### src/rtl/pixel_point_op_stream.sv
// Per-channel pixel point operations (add/sub/thresh/invert/gain/band/bypass), saturating.
// Latency 2 clk (stage 1 raw result, stage 2 saturate); 1 beat/clk throughput.
// Backpressure: s_ready = ~m_valid | m_ready; whole pipe freezes on stall, no bubbles, no drops.
//
// Ports:
//   clk, rst_n                         clock, async active-low reset
//   cfg_mode/value/thresh/gain         operation config, captured when pixel 0 of a frame is accepted
//   s_valid/s_ready/s_data             input stream, channel c at [c*PIX_W +: PIX_W]
//   m_valid/m_ready/m_data/m_last      output stream, m_last marks pixel FRAME_PIX-1
//   frame_cnt                          completed frames (wraps)
module pixel_point_op_stream #(
   parameter int PIX_W     = 8,
   parameter int CH        = 3,
   parameter int FRAME_PIX = 32768,
   parameter int CNT_W     = 16
) (
   input  logic                  clk,
   input  logic                  rst_n,
   input  logic [2:0]            cfg_mode,
   input  logic [PIX_W-1:0]      cfg_value,
   input  logic [PIX_W-1:0]      cfg_thresh,
   input  logic [7:0]            cfg_gain,
   input  logic                  s_valid,
   output logic                  s_ready,
   input  logic [CH*PIX_W-1:0]   s_data,
   output logic                  m_valid,
   input  logic                  m_ready,
   output logic [CH*PIX_W-1:0]   m_data,
   output logic                  m_last,
   output logic [CNT_W-1:0]      frame_cnt
);

   // Widest raw result is the gain path: (PIX_W+8)-bit product >> 4.
   localparam int RAW_W  = PIX_W + 4;
   localparam int PROD_W = PIX_W + 8;
   localparam int PC_W   = (FRAME_PIX > 1) ? $clog2(FRAME_PIX) : 1;
   localparam logic [PC_W-1:0]  LAST_IDX = PC_W'(FRAME_PIX - 1);
   localparam logic [PIX_W-1:0] PIX_MAX  = '1;

   typedef enum logic [2:0] {
      MODE_ADD    = 3'b000,
      MODE_SUB    = 3'b001,
      MODE_THRESH = 3'b010,
      MODE_INV    = 3'b011,
      MODE_GAIN   = 3'b100,
      MODE_BAND   = 3'b101,
      MODE_BYP0   = 3'b110,
      MODE_BYP1   = 3'b111
   } mode_e;

   // Frame-level configuration shadow
   mode_e              mode_q;
   logic [PIX_W-1:0]   value_q, thresh_q;
   logic [7:0]         gain_q;

   // Pipeline state
   logic                 v1_q;
   logic [CH*RAW_W-1:0]  raw1_q, raw1_d;
   logic                 m_valid_q;
   logic [CH*PIX_W-1:0]  m_data_q, m_data_d;

   // Counters
   logic [PC_W-1:0]   in_cnt_q, out_cnt_q;
   logic [CNT_W-1:0]  frame_cnt_q;

   logic en, acc, dlv, first_beat;
   mode_e            eff_mode;
   logic [PIX_W-1:0] eff_value, eff_thresh;
   logic [7:0]       eff_gain;

   logic [PIX_W-1:0]  p;
   logic [PIX_W:0]    sum;
   logic [PROD_W-1:0] prod;
   logic [RAW_W-1:0]  raw, r2;

   assign en      = ~m_valid_q | m_ready;
   assign s_ready = en;
   assign acc     = s_valid & en;
   assign dlv     = m_valid_q & m_ready;

   assign m_valid   = m_valid_q;
   assign m_data    = m_data_q;
   // Combinational from held state, so it stays up through a stall.
   assign m_last    = m_valid_q & (out_cnt_q == LAST_IDX);
   assign frame_cnt = frame_cnt_q;

   // Pixel 0 is computed on the same edge that captures the shadow,
   // so it must see the live cfg inputs rather than the old shadow.
   always_comb begin
      first_beat = (in_cnt_q == '0);
      eff_mode   = first_beat ? mode_e'(cfg_mode) : mode_q;
      eff_value  = first_beat ? cfg_value  : value_q;
      eff_thresh = first_beat ? cfg_thresh : thresh_q;
      eff_gain   = first_beat ? cfg_gain   : gain_q;
   end

   // Stage 1: raw (unsaturated-high) result per channel; sub already floors at 0.
   always_comb begin
      raw1_d = '0;
      p      = '0;
      sum    = '0;
      prod   = '0;
      raw    = '0;
      for (int c = 0; c < CH; c++) begin
         p    = s_data[c*PIX_W +: PIX_W];
         sum  = {1'b0, p} + {1'b0, eff_value};
         prod = PROD_W'(p) * PROD_W'(eff_gain);
         case (eff_mode)
            MODE_ADD:    raw = RAW_W'(sum);
            MODE_SUB:    raw = (p >= eff_value) ? RAW_W'(p - eff_value) : '0;
            MODE_THRESH: raw = (p > eff_thresh) ? RAW_W'(PIX_MAX) : '0;
            MODE_INV:    raw = RAW_W'(PIX_MAX - p);
            MODE_GAIN:   raw = RAW_W'(prod >> 4);
            MODE_BAND:   raw = (p >= eff_value && p <= eff_thresh) ? RAW_W'(p) : '0;
            default:     raw = RAW_W'(p);
         endcase
         raw1_d[c*RAW_W +: RAW_W] = raw;
      end
   end

   // Stage 2: clamp to PIX_MAX.
   always_comb begin
      m_data_d = '0;
      r2       = '0;
      for (int c = 0; c < CH; c++) begin
         r2 = raw1_q[c*RAW_W +: RAW_W];
         m_data_d[c*PIX_W +: PIX_W] = (r2 > RAW_W'(PIX_MAX)) ? PIX_MAX : r2[PIX_W-1:0];
      end
   end

   always_ff @(posedge clk or negedge rst_n) begin
      if (!rst_n) begin
         v1_q      <= 1'b0;
         raw1_q    <= '0;
         m_valid_q <= 1'b0;
         m_data_q  <= '0;
      end else if (en) begin
         v1_q      <= s_valid;
         raw1_q    <= raw1_d;
         m_valid_q <= v1_q;
         if (v1_q) m_data_q <= m_data_d;
      end
   end

   always_ff @(posedge clk or negedge rst_n) begin
      if (!rst_n) begin
         in_cnt_q <= '0;
         mode_q   <= MODE_ADD;
         value_q  <= '0;
         thresh_q <= '0;
         gain_q   <= '0;
      end else if (acc) begin
         in_cnt_q <= (in_cnt_q == LAST_IDX) ? '0 : in_cnt_q + PC_W'(1);
         if (first_beat) begin
            mode_q   <= mode_e'(cfg_mode);
            value_q  <= cfg_value;
            thresh_q <= cfg_thresh;
            gain_q   <= cfg_gain;
         end
      end
   end

   always_ff @(posedge clk or negedge rst_n) begin
      if (!rst_n) begin
         out_cnt_q   <= '0;
         frame_cnt_q <= '0;
      end else if (dlv) begin
         if (out_cnt_q == LAST_IDX) begin
            out_cnt_q   <= '0;
            frame_cnt_q <= frame_cnt_q + CNT_W'(1);
         end else begin
            out_cnt_q <= out_cnt_q + PC_W'(1);
         end
      end
   end

endmodule
### config.mk
export PLATFORM = sky130hd
export DESIGN_NAME = pixel_point_op_stream
export DESIGN_NICKNAME = d
export VERILOG_FILES = /design/src/rtl/pixel_point_op_stream.sv
export SDC_FILE = /design/constraint.sdc
export NUM_CORES = 1
export LEC_CHECK = 0
export CORE_ASPECT_RATIO = 0.5
export CORE_MARGIN = 2
export CORE_UTILIZATION = 57
export CTS_BUF_LIST = sky130_fd_sc_hd__clkbuf_4 sky130_fd_sc_hd__clkbuf_8
export CTS_CLUSTER_SIZE = 40
export DETAILED_ROUTE_END_ITERATION = 6
export PLACE_DENSITY = 0.9
export RECOVER_POWER = 50
export SYNTH_ARGS = -nofsm -noshare
export SYNTH_HDL_FRONTEND = slang
export SYNTH_SLANG_ARGS = --single-unit
### constraint.sdc
create_clock -name clk -period 6.08 [get_ports clk]
set_input_delay 1.216 -clock clk [delete_from_list [all_inputs] [get_ports clk]]
set_output_delay 1.216 -clock clk [all_outputs]
set_load 0.01 [all_outputs]
== Word level (Yosys, flattened, before mapping) ==
Index checks and enable logic that the tools add are counted.

* Register bits after elaboration: 135
* Output and inout bits: 43
* Word-level logic and storage cells: 78

* $add $sub $neg: 12
* Multipliers: 3
* Order comparisons: 12
* Equality and inequality tests: 7
* Multiplexer cells: 21
* Bitwise gates (word level): 5
* Reductions and logical operators: 7

{| class="wikitable"
|+ Operators with widths
! kind !! count
|-
| $pmux W12 S6 || 3
|-
| $mux W8 || 12
|-
| $mul A8 B8 Y16 || 3
|-
| $gt A12 B8 Y1 const B || 3
|-
| $mux W12 || 3
|-
| $add A15 B1 Y15 const B || 2
|-
| $eq A15 B15 Y1 const B || 2
|-
| $mux W15 || 2
|-
| $add A8 B8 Y9 || 3
|-
| $sub A8 B8 Y9 || 3
|-
| $sub A8 B8 Y9 const A || 3
|-
| $ge A8 B8 Y1 || 3
|-
| $gt A8 B8 Y1 || 3
|-
| $le A8 B8 Y1 || 3
|-
| $add A16 B1 Y16 const B || 1
|-
| $logic_not A15 Y1 || 1
|-
| $eq A3 B2 Y1 const B || 2
|-
| $eq A3 B3 Y1 const B || 2
|-
| $reduce_and A2 Y1 || 2
|-
| $and A1 B1 Y1 || 3
|-
| $eq A3 B1 Y1 const B || 1
|-
| $logic_and A1 B1 Y1 || 3
|-
| $logic_not A3 Y1 || 1
|-
| $mux W3 || 1
|-
| other kinds (2) || 2
|}

== Depth between registers and ports, before layout ==
* Depth after elaboration: 6
* Gate-level depth with buffers: 29

== Worst setup path before layout ==
No wires, ideal clock.

* Kind: flip-flop to flip-flop
* From: register in_cnt_q[0]
* To: register raw1_q[23]
* Setup time: 126 ps
* Arrival time: 5813 ps
* Required time: 5954 ps
* Setup slack: 141 ps
* Stages on the path, launching flop included: 28
* Buffers on the path: 4
* Clock period less this slack: 5939 ps
* Cells stage by stage: dfrtp_1 > inv_1 > ha_1 > nor4b_2 > and4_1 > buf_6 > buf_12 > buf_2 > nand2_1 > nand2_1 > clkbuf_1 > nand2_1 > fa_1 > fa_1 > inv_1 > fa_1 > inv_1 > fa_1 > inv_1 > ha_1 > a21o_1 > a22oi_1 > a211o_1 > o21ai_0 > a21o_1 > a21oi_1 > xnor2_1 > a221o_1

* Longest elaborated chain between the ends: 5

{| class="wikitable"
|+ RTL lines
! what !! line !! text
|-
| from (decl) || 63 || <nowiki>logic [PC_W-1:0] in_cnt_q, out_cnt_q;</nowiki>
|-
| from (signal assigned) || 153 || <nowiki>in_cnt_q <= (in_cnt_q == LAST_IDX) ? '0 : in_cnt_q + PC_W'(1);</nowiki>
|-
| $logic_not A15 Y1 * || 90 || <nowiki>first_beat = (in_cnt_q == '0);</nowiki>
|-
| parallel branches: the longest is 3 deep, another holds $mul A8 B8 Y16 || -- ||
|-
| $pmux W12 S6 * || 108 || <nowiki>case (eff_mode)</nowiki>
|-
| to (signal assigned) || 139 || <nowiki>raw1_q <= raw1_d;</nowiki>
|-
| to (decl) || 58 || <nowiki>logic [CH*RAW_W-1:0] raw1_q, raw1_d;</nowiki>
|}

Mark *: on every way between the ends.
A chain may end at the register's enable or synchronous reset.

== Worst setup path in the final report ==
* From: register in_cnt_q[1]
* To: register raw1_q[7]

* Longest elaborated chain between the ends: 6

{| class="wikitable"
|+ RTL lines
! what !! line
|-
| $logic_not A15 Y1 * || 90
|-
| parallel branches: the longest is 4 deep, another holds $mul A8 B8 Y16 || --
|-
| $pmux W12 S6 * || 108
|}

Marked as above.

==> impl_metrics.yaml <==
logic_synthesis:
  synth_xor_area_share_pct: 4.77
  synth_top_family_by_area: "adder cells"
  synth-main-ff-cell: "dfrtp_1"
  yosysSeqAreaShare_pct: 22.2
  syn_area_um2: 15200
  synthSimpleGateAreaFrac_pct: 19.7
  synth_cell_types: 75
  ys_async_sr_fraction_pct: 100
  synth_seq_cells: 135
  synthAdderAreaFrac_pct: 29.3
  synth_fp_nets: 2075
  yosysTopAreaCellShare_pct: 22.2
  yosys.area.top_type: "dfrtp_1"
  synth_edf_count: 0
  yosysWarnings: 0
  avgSynthCellArea_um2: 8.81
  synthMuxAreaShare_pct: 2.38
  synth_cells: 1731
  synth.area.top_cells: "dfrtp_1 (22%), fa_1 (15%), ha_1 (14%)"
  synthTopCellsByCount: "ha_1 (175), inv_1 (175), nand2_1 (165), dfrtp_1 (135), fa_1 (114)"
  synth_compound_area_share_pct: 15.2
critical_path:
  worstSetupStartpointType: "flop"
  required_ns: 6.45
  startpoint: "in_cnt_q[1]"
  slowest_stage: "fa_1"
  timing.rr.start: "in_cnt_q[1]"
  cp_top_family: "adder cells"
  path_buf_inv: 8
  crit_path_max_incr_delay_ns: 0.57
  worstSetupPathType: "flop to flop"
  worst_r2r_endpoint: "raw1_q[7]"
  critPathCapture: "raw1_q[7]"
  worstPathArrival_ns: 6.31
  end_kind: "flop"
  ff2ff_setup_slack_ns: 0.13
  reg2reg_depth: 25
  worstSetupPathDepth: 25
  critPathMaxFanout: 20
clocking:
  clock_latency_ns: 0.49
  cts_buffers: 17
  clockBufferDepth: 2
  cts.hold.buffers_added: 0
  cts_tree: "done"
  cts.clk_slew.worst_paths_ns: 0.09
  cts_sinks: 135
  htree_levels: 4
  cts-root-buf: "clkbuf_8"
global_route:
  grt_util_all_layers_pct: 34.5
  grt_pass1_wl_um: 75200
  grt_max_degree: 90
  antenna_found_initial: 2
  grt_overflow: 0
  grt_pass1_vias: 14100
finish:
  nets: 2238
  num-fill-cells: 1871
  diodes: 0
  syn_to_final_growth_pct: 17.1
  utilization_pct: 67.7
  drive_gt1_share_pct: 10.9
placed_design:
  hpwl_um: 36800
  numPortBuffers: 97
  gp_congestion: 1.01
run_status:
  failed_checks: "DRC, capacitance limit, slew limit"
  status: "finished, violations left"
floorplan:
  io_pins: 98
  die_height_um: 120
  core_um2: 26400
  initial_utilization_pct: 57.8
  num_rows: 42
  dieArea_um2: 28200
  die_w_um: 235
drt:
  drcViolationCount: 18
  ant_nets: 0
  wire_per_inst_um: 21.6
  routed_wl_um: 48900
  viasPerCell: 6.23
  drt_iter0_markers: 1569
  vias: 14100
  first_pass_iters: 7
timing:
  layout_min_cycle_time_ns: 5.95
  whs_ns: 0.467
  setup_viol: 0
  worst_pin_slew_ns: 4.32
  maxSlewHeadroom_pct: -188
  final_max_slew_viol_count: 142
  fmaxAchievable_ghz: 0.168
  hold_viol_final: 0
  fin_worst_skew_ns: 0.00916
  post-route-period-util_pct: 97.8
flow_run:
  cap_viol_max_count: 2
worst_hold_path:
  hold_path.class: "flop to flop"
## state kept, by name, summed over array words and instances (netlist names), 3 cells and up
signal     count
frame_cnt     16
gain_q         8
in_cnt_q      15
m_data        24
mode_q         3
out_cnt_q     15
raw1_q        36
thresh_q       8
value_q        8
## repair_timing
action / in CTS / in global routing
resized for setup: 2 / 34
pin swaps: 0 / 16
cloned: 0 / 1
buffers inserted: 0 / 7
setup endpoints to repair: 5 / 19
## cell usage in the layout (no fill, tap or decap), drive strengths merged, types with 7 or more instances in the layout
cell type,instances
inv,179
ha,175
nand2,166
dfrtp,135
buf,123
fa,114
nor2,103
and2,99
clkdlybuf4s50,94
a21oi,78
o21ai,78
nor2b,49
xnor2,48
xor2,35
nand3,31
mux2i,31
a21o,30
nor3,28
nand2b,26
o22a,24
nand4,22
and3,21
clkbuf,21
o22ai,20
a22oi,17
o21a,14
a31oi,14
nor4,11
a211oi,8
a221o,8
o221ai,7
a221oi,7
## how the worst min path moves through the flow
stage | start | endpoint | slack (ns) | cells past startpoint
after floorplan | thresh_q[0] | thresh_q[0] | 0.45 | 2
after global placement | frame_cnt[15] | frame_cnt[15] | 0.46 | 1
after detailed placement | frame_cnt[15] | frame_cnt[15] | 0.46 | 1
after CTS | frame_cnt[15] | frame_cnt[15] | 0.47 | 1
after global routing | frame_cnt[15] | frame_cnt[15] | 0.48 | 1
final | frame_cnt[15] | frame_cnt[15] | 0.47 | 1
## kinds of logic after synthesis
| group | after synthesis |
|---|---|
| AO/OA/AOI/OAI | 350 |
| XOR/XNOR | 83 |
| adder cells (fa/ha/maj) | 289 |
| buffers and inverters | 255 |
| flip-flops | 135 |
| multiplexers | 35 |
| AND/OR/NAND/NOR | 584 |
## layout make-up
type	instances	area (um2)	share of cell area, %
Tap cell	352	440	2.47
Sequential cell	135	3380	18.9
Clock buffer	18	241	1.35
Clock inverter	13	124	0.694
Timing Repair Buffer	223	1960	11.0
Inverter	175	657	3.68
Multi-Input combinational cell	1342	11000	61.9
## through the flow
step	instance area, um2	TNS (ns)	worst slack [ns]	instances
floorplan	15200	0	0.141	1731
global placement	17300	-0.609	-0.122	2219
detailed placement	17300	-2.32	-0.274	2219
CTS	17600	0	0.00190	2250
global route	17900	-0.198	-0.0603	2258
finish	17900	0	0.134	2258
## metal layers
layer / global-route usage [%] / share of wire [%]
met1: 45.9 / 41
met2: 52.5 / 42
met3: 11.0 / 13
met4: 14.4 / 4.1
met5: 0 / 0.023
Power is not shown: default switching activity piles up to over one toggle a cycle in this logic, so the estimate is an artifact.
